<file path="config.mk">
export PLATFORM = sky130hd
export DESIGN_NAME = countdown_timer_16bit_flat
export DESIGN_NICKNAME = d
export VERILOG_FILES = /design/src/rtl/countdown_timer_16bit_pkg.sv /design/src/rtl/countdown_timer_16bit_if.sv /design/src/rtl/decrement_16bit.sv /design/src/rtl/countdown_timer_16bit.sv /design/src/flat_wrapper.sv
export SDC_FILE = /design/constraint.sdc
export NUM_CORES = 1
export LEC_CHECK = 0
export ABC_AREA = 1
export BUFFER_PORTS_ARGS = -buffer_cell sky130_fd_sc_hd__buf_2
export CAP_MARGIN = 15
export CORE_MARGIN = 5
export CORE_UTILIZATION = 57
export DETAILED_ROUTE_END_ITERATION = 7
export PLACE_DENSITY = 0.88
export SLEW_MARGIN = 40
export SYNTH_ARGS = -nofsm -noshare
export SYNTH_HDL_FRONTEND = slang
export SYNTH_SLANG_ARGS = --single-unit
export TNS_END_PERCENT = 50
</file>
<file path="constraint.sdc">
create_clock -name clk -period 2.35 [get_ports clk]
set_clock_uncertainty 0.2 [all_clocks]
set_input_delay 0.1175 -clock clk [delete_from_list [all_inputs] [get_ports clk]]
set_output_delay 0.1175 -clock clk [all_outputs]
set_load 0.03 [all_outputs]
</file>
<file path="src/rtl/countdown_timer_16bit_pkg.sv">
// Shared definitions for the 16-bit countdown timer: state encoding,
// counter width and the ripple-free adder helper used by the decrementer.
package countdown_timer_16bit_pkg;

    localparam int CT_WIDTH = 16;

    typedef enum logic [1:0] {
        ST_IDLE   = 2'b00,
        ST_RUN    = 2'b01,
        ST_EXPIRE = 2'b10
    } state_e;

    // Any unused encoding recovers to IDLE.
    localparam state_e ST_DEFAULT = ST_IDLE;

    // 16-bit adder returning {carry_out, sum}.
    function automatic logic [16:0] adder_16bit(input logic [15:0] a, input logic [15:0] b);
        return {1'b0, a} + {1'b0, b};
    endfunction

endpackage

</file>
<file path="src/rtl/countdown_timer_16bit_if.sv">
// Control/status bundle between a timer user (master) and the timer (slave).
interface countdown_timer_16bit_if;

    // All master outputs are level signals sampled on every rising clk edge;
    // there is no valid/ready pairing: a command is taken on the edge it is seen,
    // and status outputs are registered (valid from the edge after the cause).
    logic                                          load;
    logic [countdown_timer_16bit_pkg::CT_WIDTH-1:0] load_val;
    logic                                          start;
    logic                                          stop;
    logic                                          tick;
    logic                                          auto_reload;
    logic [countdown_timer_16bit_pkg::CT_WIDTH-1:0] count;
    logic                                          busy;
    logic                                          done;
    logic                                          underflow;
    countdown_timer_16bit_pkg::state_e             state;

    modport master (
        output load, load_val, start, stop, tick, auto_reload,
        input  count, busy, done, underflow, state
    );

    modport slave (
        input  load, load_val, start, stop, tick, auto_reload,
        output count, busy, done, underflow, state
    );

endinterface

</file>
<file path="src/rtl/decrement_16bit.sv">
// Combinational 16-bit decrementer: A + 0xFFFF, borrow flags A == 0.
module decrement_16bit
    import countdown_timer_16bit_pkg::*;
(
    input  logic [15:0] A,
    output logic [15:0] decA,
    output logic        borrow
);

    logic [16:0] sum;

    assign sum    = adder_16bit(A, 16'hFFFF);
    assign decA   = sum[15:0];
    // Adding all-ones carries out for every A except zero.
    assign borrow = ~sum[16];

endmodule

</file>
<file path="src/rtl/countdown_timer_16bit.sv">
// Interval timer / event counter: loads a start value, decrements on tick,
// strobes done for one cycle on expiry, optionally reloads and restarts.
module countdown_timer_16bit
    import countdown_timer_16bit_pkg::*;
#(
    parameter int WIDTH = CT_WIDTH
)(
    input  logic                    clk,
    input  logic                    rst_n,
    countdown_timer_16bit_if.slave  bus
);

    state_e             state_q, state_d;
    logic [WIDTH-1:0]   count_q, count_d;
    logic [WIDTH-1:0]   reload_q, reload_d;
    logic               underflow_q, underflow_d;

    logic [WIDTH-1:0]   count_dec;
    logic               dec_borrow;
    logic [WIDTH-1:0]   eff_count;

    decrement_16bit u_dec (
        .A      (count_q),
        .decA   (count_dec),
        .borrow (dec_borrow)
    );

    // A simultaneous load and start in IDLE starts from the freshly loaded value.
    assign eff_count = bus.load ? bus.load_val : count_q;

    always_comb begin
        state_d     = state_q;
        count_d     = count_q;
        reload_d    = reload_q;
        underflow_d = underflow_q;

        unique case (state_q)
            ST_IDLE: begin
                if (bus.load) begin
                    count_d     = bus.load_val;
                    reload_d    = bus.load_val;
                    underflow_d = 1'b0;
                end
                if (bus.start) begin
                    if (eff_count != '0) begin
                        state_d = ST_RUN;
                    end else begin
                        state_d     = ST_EXPIRE;
                        underflow_d = 1'b1;
                    end
                end
            end

            ST_RUN: begin
                // Loading while running only retargets the next reload.
                if (bus.load) begin
                    reload_d = bus.load_val;
                end
                if (bus.stop) begin
                    state_d = ST_IDLE;
                end else if (bus.tick) begin
                    count_d = count_dec;
                    if (count_q == WIDTH'(1)) begin
                        state_d = ST_EXPIRE;
                    end
                end
            end

            ST_EXPIRE: begin
                if (bus.load) begin
                    reload_d = bus.load_val;
                end
                if (bus.stop) begin
                    state_d = ST_IDLE;
                end else if (bus.auto_reload && (reload_q != '0)) begin
                    count_d = reload_q;
                    state_d = ST_RUN;
                end else begin
                    count_d = '0;
                    state_d = ST_IDLE;
                end
            end

            default: begin
                state_d = ST_DEFAULT;
            end
        endcase
    end

    always_ff @(posedge clk or negedge rst_n) begin
        if (!rst_n) begin
            state_q     <= ST_IDLE;
            count_q     <= '0;
            reload_q    <= '0;
            underflow_q <= 1'b0;
        end else begin
            state_q     <= state_d;
            count_q     <= count_d;
            reload_q    <= reload_d;
            underflow_q <= underflow_d;
        end
    end

    // RUN is never entered with a zero count, so a decrement never borrows.
    assert property (@(posedge clk) disable iff (!rst_n)
        !((state_q == ST_RUN) && bus.tick && !bus.stop && dec_borrow));

    assign bus.count     = count_q;
    assign bus.busy      = (state_q == ST_RUN) || (state_q == ST_EXPIRE);
    assign bus.done      = (state_q == ST_EXPIRE);
    assign bus.underflow = underflow_q;
    assign bus.state     = state_q;

endmodule
</file>
<file path="src/flat_wrapper.sv">
// flat-port wrapper written by rule: the top's interface ports become plain ports
module countdown_timer_16bit_flat import countdown_timer_16bit_pkg::*;
#(
    parameter int WIDTH = CT_WIDTH
)
  (clk, rst_n, bus_load, bus_load_val, bus_start, bus_stop, bus_tick, bus_auto_reload, bus_count, bus_busy, bus_done, bus_underflow, bus_state);
  countdown_timer_16bit_if bus_i ();
  input  logic clk;
  input  logic rst_n;
  input wire logic [$bits(bus_i.load)-1:0] bus_load;
  input wire logic [$bits(bus_i.load_val)-1:0] bus_load_val;
  input wire logic [$bits(bus_i.start)-1:0] bus_start;
  input wire logic [$bits(bus_i.stop)-1:0] bus_stop;
  input wire logic [$bits(bus_i.tick)-1:0] bus_tick;
  input wire logic [$bits(bus_i.auto_reload)-1:0] bus_auto_reload;
  output wire logic [$bits(bus_i.count)-1:0] bus_count;
  output wire logic [$bits(bus_i.busy)-1:0] bus_busy;
  output wire logic [$bits(bus_i.done)-1:0] bus_done;
  output wire logic [$bits(bus_i.underflow)-1:0] bus_underflow;
  output wire logic [$bits(bus_i.state)-1:0] bus_state;
  assign bus_i.load = bus_load;
  assign bus_i.load_val = bus_load_val;
  assign bus_i.start = bus_start;
  assign bus_i.stop = bus_stop;
  assign bus_i.tick = bus_tick;
  assign bus_i.auto_reload = bus_auto_reload;
  assign bus_count = bus_i.count;
  assign bus_busy = bus_i.busy;
  assign bus_done = bus_i.done;
  assign bus_underflow = bus_i.underflow;
  assign bus_state = bus_i.state;
  countdown_timer_16bit #(.WIDTH(WIDTH)) u_core (.clk(clk), .rst_n(rst_n), .bus(bus_i));
endmodule
</file>
==> results of run 1 <==
## through the flow
stage | area (sq um) | util
after floorplan | 2589 | -
after global placement | 2809 | 0.6407
after detailed placement | 2809 | 0.6407
after CTS | 3070 | 0.7003
after global routing | 3073 | 0.7009
final | 3073 | 0.7009
## final timing paths
check,from,endpoint
hold reg to reg,u_core.bus.underflow,u_core.bus.underflow
min in group asynchronous,rst_n,u_core.bus.count[1]
setup / recovery,u_core.bus.state[1],u_core.bus.count[9]
max in group asynchronous,rst_n,u_core.bus.count[14]
setup reg to reg,u_core.bus.state[1],u_core.bus.count[9]
hold / removal,bus_stop,u_core.bus.state[1]
## per-layer routing
metal / global-route usage / vias to the layer above / share of wire
li1: - / 1383 / -
met1: 0.3439 / 1286 / 0.44
met2: 0.3746 / 155 / 0.46
met3: 0.03935 / 18 / 0.083
met4: 0.09450 / 0 / 0.019
met5: 0 / - / 0
## power by group through the flow
stage / Combinational (mW) / Clock, mW / Sequential [mW]
after floorplan: 1.49 / 0 / 1.34
after global placement: 2.24 / 0 / 1.10
after detailed placement: 2.29 / 0 / 1.12
after CTS: 2.33 / 0.430 / 1.11
after global routing: 2.63 / 0.456 / 1.15
final: 2.37 / 0.428 / 1.12
## flip-flops by register name (all words and copies together), names as in the netlist
name,cells
u_core.bus.count,16
u_core.reload_q,16
u_core.bus.state,2
u_core.bus.underflow,1
## final cells by class
| cell class | count | share of cell area |
|---|---|---|
| inverters | 33 | 0.04031 |
| repair buffers | 65 | 0.1393 |
| flip-flops and latches | 35 | 0.2850 |
| clock inverters | 1 | 0.001629 |
| clock buffers | 7 | 0.02484 |
| well taps | 52 | 0.02117 |
| multi-input cells | 312 | 0.4878 |
## critical path, delay by kind of cell, from the launching register on
| kind | cells | cell delay (ns) |
|---|---|---|
| AOI/OAI and AO/OA | 2 | 0.23 |
| DFF | 1 | 0.41 |
| and+or+nand+nor | 3 | 0.55 |
| buffers and inverters | 3 | 0.44 |
| adders and majority gates | 1 | 0.22 |
## cell families after synthesis
kind of cell | Yosys count | share of synthesized area
mux | 14 | 0.06090
compound gates | 41 | 0.08603
fa+ha+maj | 6 | 0.02900
flops | 35 | 0.3383
buf+inv | 47 | 0.08264
simple gates | 251 | 0.4031
## repair_timing
item,in CTS,in global routing
setup endpoints to repair,0,3
hold buffers,18,0
resized for setup,0,1
buffers inserted,0,0
endpoints found under the hold margin,52,0
## placed cells by master (no fill, tap or decap), types with 6 or more instances in the layout
master           n
buf_2           42
nand2_1        140
nand3_1         36
inv_1           28
ha_1             6
dlygate4sd3_1   18
a31oi_1         10
mux2_2           9
dfrtp_1         35
nand3b_1         7
o21ai_0         17
nor2_1          57
a21oi_1          7
==> results by group, run 1 <==
Run status
  • Status: complete, no violations

Layout
  • Layout net count: 481
  • Fin cells: 505
  • Layout cells sized above 1: 0.1567
  • Multi-input gate area: 1499 sq um
  • Layout fillers: 371
  • # diodes: 0
  • P&R area growth vs syn: 18.70%
  • Register Area: 875.8 sq um

Placement
  • Final HPWL DP: 5243 um
  • Port Buf Inserts: 43
  • DP Worst Slack: 0.2060 ns
  • Routability cong.: 0.9082
  • Placed Instances: 479

Route
  • DR vias: 2,842
  • Drt via density: 5.628
  • Remaining antenna violation count after routing: 0
  • Drt initial violations: 284
  • WL per Instance: 14.30 um
  • Drt pass-1 iters: 5
  • Final WL: 7224 um
  • Remaining DRCs: 0

Pwr
  • Sw Ratio: 0.5364
  • Internal power: 1.814 mW
  • Logic gate share of total power: 0.605
  • Clock power share: 0.109
  • Seq pwr share: 0.285
  • Peak VDD IR: 0.5130 mV
  • Lkg Pwr: 1.554 nW
  • Net Sw Power: 2.100 mW
  • Pwr Total: 3.914 mW
  • PwrDens: 1274 nW/um^2

Worst setup path
  • R2R setup slack: 0.23 ns
  • CP Class: reg2reg
  • Critical Path Start Type: register
  • CP required: 2.38 ns
  • Critical path capture point type: register
  • Worst EP arrival: 2.15 ns
  • Most frequent CP cell: nand2_1
  • FF-to-FF path depth: 9
  • Worst Path Max Fanout: 17
  • Slowest-stage cell, CP: or2_2
  • CP cell instances: inv_1 -> ha_1 -> inv_2 -> a21oi_1 -> or2_2 -> buf_4 -> a31oi_1 -> nand2_1 -> nand2_1
  • Max stage delay on crit path: 0.43 ns

Yosys
  • Most used DFF post-synth: dfrtp_1
  • Commonest cells post-synth: 140 x nand2_1, 57 x nor2_1, 36 x nand3_1
  • Number of synthesized flops with an enable pin: 0
  • Most frequent cell after synthesis: nand2_1
  • Seq/Total Area, Yosys: 0.3383
  • FF+latch count, synth: 35
  • Netlist cell types: 27
  • Syn Nets: 423
  • Share of the synthesized area in the top cell type: 0.3383
  • Synthesized instance count: 394
  • Synthesized area per cell: 6.570 sq um
  • Largest cells by area after synthesis: dfrtp_1 34%, nand2_1 20%, nor2_1 8.3%
  • Synth area leader: dfrtp_1
  • Synth async-reset ratio: 1.000
  • Yosys warns: 0
  • Post-synthesis cell area: 2589 sq um

Clocking
  • Clock sink count: 35
  • Clock Latency Late Sink: 0.29 ns
  • CTS buffer count: 5
  • CTS H-Tree Depth: 2
  • Clk buf depth: 2
  • Clk root buf: clkbuf_8
  • CTS tree: yes
  • Reg clk slew, reported paths: 0.07 ns

Die
  • Die Area: 5989 sq um
  • Die height: 77.39 um
  • Ports: 44
  • Initial Util: 0.5905
  • FP Rows: 24
  • Core ar.: 4384 sq um
  • Chip Width: 77.39 um

Worst hold path
  • Cells on Worst Hold Path: 6
  • HP Class: in2reg

GRT
  • Largest net degree at the start of global routing: 36
  • GRT Resource Usage Total: 0.2434
  • First-pass GRT wire length: 12,000 um
  • GRT Residual Overflow: 0
  • Initial antenna violation count: 0
  • Vias in the first global route: 2,515

STA
  • Fmax: 0.4715 GHz
  • Final setup viols: 0
  • Final setup TNS: 0 ns
  • Final worst slack: 0.2290 ns
  • Tmin final: 2.121 ns
  • Final hold violation count: 0
  • Final slew viol count: 0
  • RSZ-0062 raised after global routing: no
  • Slew @ Worst Pin: 0.4538 ns
  • Relative slew slack: 0.6974
  • Final period util: 0.9025
  • Worst hold slack: 0.04689 ns

Job
  • MaxCap Viol Count: 0
No activity file was read; power rests on OpenSTA's default activity.
==> run 2, diff against run 1 <==
Settings changed: CORE_UTILIZATION 57 to 58, CTS_BUF_LIST from default to sky130_fd_sc_hd__clkbuf_2 sky130_fd_sc_hd__clkbuf_4 sky130_fd_sc_hd__clkbuf_8, PLACE_DENSITY 0.88 to 0.89.
==> results by group, run 2 (synthesized netlist as in run 1, its figures left out) <==
Worst setup path
  • R2r startpoint: u_core.bus.state[1]
  • CP Class: reg2reg
  • Critical path capture point type: register
  • FF-to-FF path depth: 9
  • Worst EP arrival: 2.19 ns
  • R2R setup slack: 0.20 ns
  • Crit path from: u_core.bus.state[1]
  • Worst Path Max Fanout: 17
  • Worst R2R End: u_core.bus.count[3]
  • Critical Path Start Type: register
  • Worst Setup EP: u_core.bus.count[3]
  • CP required: 2.39 ns

Layout
  • Layout cells sized above 1: 0.1611
  • Layout net count: 481
  • # diodes: 0
  • Most frequent cells in the layout: 140 x nand2_1, 57 x nor2_1, 42 x buf_2, 36 x nand3_1, 35 x dfrtp_1
  • Commonest non-fill, non-tap cell in the layout: nand2_1
  • P&R area growth vs syn: 18.99%

Worst hold path
  • HP Class: in2reg

GRT
  • Initial antenna violation count: 0
  • GRT Resource Usage Total: 0.2387
  • Largest net degree at the start of global routing: 36
  • GRT Residual Overflow: 0
  • First-pass GRT wire length: 11,530 um
  • Vias in the first global route: 2,447

Run status
  • Status: complete, no violations

Die
  • Die Area: 5900 sq um
  • Ports: 44
  • Initial Util: 0.5945
  • FP Rows: 24
  • Die height: 76.81 um
  • Core ar.: 4354 sq um
  • Chip Width: 76.81 um

Route
  • Drt pass-1 iters: 5
  • Drt via density: 5.471
  • Remaining antenna violation count after routing: 0
  • DR vias: 2,763
  • Remaining DRCs: 0
  • Final WL: 6972 um
  • WL per Instance: 13.81 um
  • Drt initial violations: 318

Pwr
  • PwrDens: 1265 nW/um^2
  • Pwr Total: 3.896 mW
  • Peak VDD IR: 0.6165 mV
  • Lkg Pwr: 1.561 nW

Clocking
  • Clk buf depth: 2
  • CTS tree: yes
  • Clock sink count: 35
  • CTS H-Tree Depth: 2
  • Reg clk slew, reported paths: 0.07 ns
  • CTS buffer count: 5
  • Clock Latency Late Sink: 0.30 ns
  • Setup Buffers After CTS: 0
  • Clk root buf: clkbuf_8

STA
  • Final setup viols: 0
  • Final slew viol count: 0
  • Final period util: 0.9145
  • Final setup TNS: 0 ns
  • Slew @ Worst Pin: 0.4326 ns
  • Final hold violation count: 0
  • RSZ-0062 raised after global routing: no
  • Fmax: 0.4653 GHz
  • Tmin final: 2.149 ns
  • Relative slew slack: 0.7116

Placement
  • Routability cong.: 0.8810
  • Final HPWL DP: 5074 um
  • Port Buf Inserts: 43

Job
  • MaxCap Viol Count: 0
run 2: per-stage QoR:
step	std cells	hold WS [ns]	util	cell area, sq um	worst slack, ns
after floorplan	394	-0.3781	-	2589	0.1280
after global placement	479	0.03399	0.6451	2809	0.3073
after detailed placement	479	0.02682	0.6451	2809	0.2002
after CTS	505	0.03281	0.7069	3078	0.2012
after global routing	505	0.1225	0.7075	3080	0.04943
final	505	0.07459	0.7075	3080	0.2009
run 2: layer usage:
metal  share of wire  track usage  wire length [um]
met1            0.45       0.3219              3112
met2            0.47       0.3812              3244
met3           0.075      0.05504               525
met4           0.013      0.06993                90
met5               0            0                 0
run 2: repair_timing:
action                                  in CTS  in global routing
endpoints found under the setup margin       0                  4
hold endpoints to repair                    52                  0
hold buffers                                18                  0
gates resized for setup                      0                  1
run 2: worst min-delay path by stage:
stage                         from                   to  slack [ns]  cells past startpoint
after floorplan              rst_n  u_core.bus.count[0]       -0.38                      0
after global placement       rst_n   u_core.reload_q[1]        0.03                      1
after detailed placement     rst_n   u_core.reload_q[1]        0.03                      1
after CTS                 bus_stop  u_core.bus.state[1]        0.03                      6
after global routing      bus_stop  u_core.bus.state[0]        0.12                      6
final                     bus_stop  u_core.bus.state[0]        0.07                      6
run 2: critical path, stage by stage (launching register included):
cell	delay, ns
dfrtp_1	0.42
inv_1	0.09
ha_1	0.22
inv_2	0.12
a21oi_1	0.04
or2_2	0.43
buf_4	0.23
a31oi_1	0.16
o21ai_0	0.11
nand2_1	0.07
run 2: final cells by class:
type | instances | area (sq um)
Clock buffer | 7 | 83.83
Clock inverter | 1 | 5.005
Fill cell | 366 | 1274
Inverter | 33 | 123.9
Multi-Input combinational cell | 312 | 1499
Sequential cell | 35 | 875.8
Tap cell | 52 | 65.06
Timing Repair Buffer | 65 | 427.9
run 2: power by group:
group	switching, mW	leakage (nW)	internal (mW)
Sequential	0.281	0.422	0.829
Combinational	1.56	1.09	0.777
Clock	0.213	0.0491	0.231
==> run 3, diff against run 2 <==
Settings changed: CORE_UTILIZATION 58 to 57, PLACE_DENSITY 0.89 to 0.88.
==> results by group, run 3 (synthesized netlist as in run 1, its figures left out) <==
STA
  • Relative slew slack: 0.6983
  • Slew @ Worst Pin: 0.4525 ns
  • Final setup viols: 0
  • RSZ-0062 raised after global routing: no
  • Final setup TNS: 0 ns
  • Fmax: 0.4753 GHz
  • Final worst slack: 0.2463 ns
  • Worst hold slack: 0.04362 ns
  • Final slew viol count: 0
  • Final hold violation count: 0
  • Tmin final: 2.104 ns
  • Final period util: 0.8952

Layout
  • Layout cells sized above 1: 0.1611
  • # diodes: 0
  • Multi-input gate area: 1499 sq um
  • P&R area growth vs syn: 18.99%
  • Fin cells: 505
  • Post-layout util: 0.7026
  • Register Area: 875.8 sq um
  • Layout fillers: 366
  • Design area: 3080 sq um
  • Commonest non-fill, non-tap cell in the layout: nand2_1
  • Most frequent cells in the layout: 140 x nand2_1, 57 x nor2_1, 42 x buf_2, 36 x nand3_1, 35 x dfrtp_1
  • Layout net count: 481

Placement
  • DP Worst Slack: 0.2060 ns
  • Post-DP Area: 2809 sq um
  • Placed Instances: 479
  • Port Buf Inserts: 43
  • Routability cong.: 0.9082
  • Final HPWL DP: 5243 um

Job
  • MaxCap Viol Count: 0

Route
  • Drt via density: 5.564
  • DR vias: 2,810
  • Drt initial violations: 262
  • Final WL: 7154 um
  • Drt pass-1 iters: 5
  • Remaining antenna violation count after routing: 0
  • Remaining DRCs: 0
  • WL per Instance: 14.17 um

Die
  • Ports: 44
  • FP Rows: 24
  • Core ar.: 4384 sq um
  • Initial Util: 0.5905
  • Chip Width: 77.39 um
  • Die Area: 5989 sq um
  • Die height: 77.39 um

Worst setup path
  • Critical path capture point type: register
  • R2R setup slack: 0.25 ns
  • CP Class: reg2reg
  • CP required: 2.36 ns
  • Worst Path Max Fanout: 17
  • Critical Path Start Type: register
  • Worst EP arrival: 2.12 ns

GRT
  • Initial antenna violation count: 0
  • First-pass GRT wire length: 11,900 um
  • Largest net degree at the start of global routing: 36
  • GRT Resource Usage Total: 0.2410
  • Vias in the first global route: 2,494
  • GRT Residual Overflow: 0

Clocking
  • Reg clk slew, reported paths: 0.08 ns
  • Clock sink count: 35
  • Setup Buffers After CTS: 0
  • Clk root buf: clkbuf_8
  • Clk buf depth: 2
  • CTS buffer count: 5
  • CTS tree: yes
  • Clock Latency Late Sink: 0.29 ns
  • CTS H-Tree Depth: 2

Pwr
  • Lkg Pwr: 1.561 nW
  • PwrDens: 1274 nW/um^2
  • Pwr Total: 3.925 mW
  • Peak VDD IR: 0.5134 mV

Run status
  • Status: complete, no violations

Worst hold path
  • HP Class: in2reg
run 3: routing by layer:
layer | global-route usage | vias up | routed length [um]
met5 | 0 | - | 0
met4 | 0.08419 | 0 | 113
met3 | 0.03588 | 9 | 614
met2 | 0.3763 | 137 | 3307
met1 | 0.3419 | 1279 | 3118
li1 | - | 1385 | -
run 3: report_power, final:
| group | internal (mW) | switching (mW) |
|---|---|---|
| Clock | 0.231 | 0.221 |
| Combinational | 0.777 | 1.58 |
| Sequential | 0.829 | 0.290 |
| Total | 1.84 | 2.09 |
run 3: final timing paths:
kind                                       from              endpoint  depth (start not counted)
setup / recovery            u_core.bus.state[1]  u_core.bus.count[10]                          9
hold / removal                         bus_stop   u_core.bus.state[1]                          6
setup reg to reg            u_core.bus.state[1]  u_core.bus.count[10]                          9
hold reg to reg            u_core.bus.underflow  u_core.bus.underflow                          2
max in group asynchronous                 rst_n   u_core.bus.state[0]                          2
min in group asynchronous                 rst_n    u_core.reload_q[2]                          2
run 3: timing repair:
item | 4_1_cts | 5_1_grt
hold buffers | 18 | 0
hold endpoints to repair | 52 | 0
resized for setup | 0 | 1
setup endpoints to repair | 0 | 3
run 3: worst max-delay path, cell delays in order (launching register included):
cell and delay, ns:
dfrtp_1 0.41, inv_1 0.08, ha_1 0.21, inv_2 0.12, a21oi_1 0.05, or2_2 0.43
buf_4 0.23, a31oi_1 0.15, nand2_1 0.07, o21ai_0 0.07
run 3: layout make-up:
type / instances / area share
Sequential cell: 35 / 0.2843
Multi-Input combinational cell: 312 / 0.4866
Inverter: 33 / 0.04021
Timing Repair Buffer: 65 / 0.1389
Tap cell: 52 / 0.02112
Clock buffer: 7 / 0.02721
Clock inverter: 1 / 0.001625
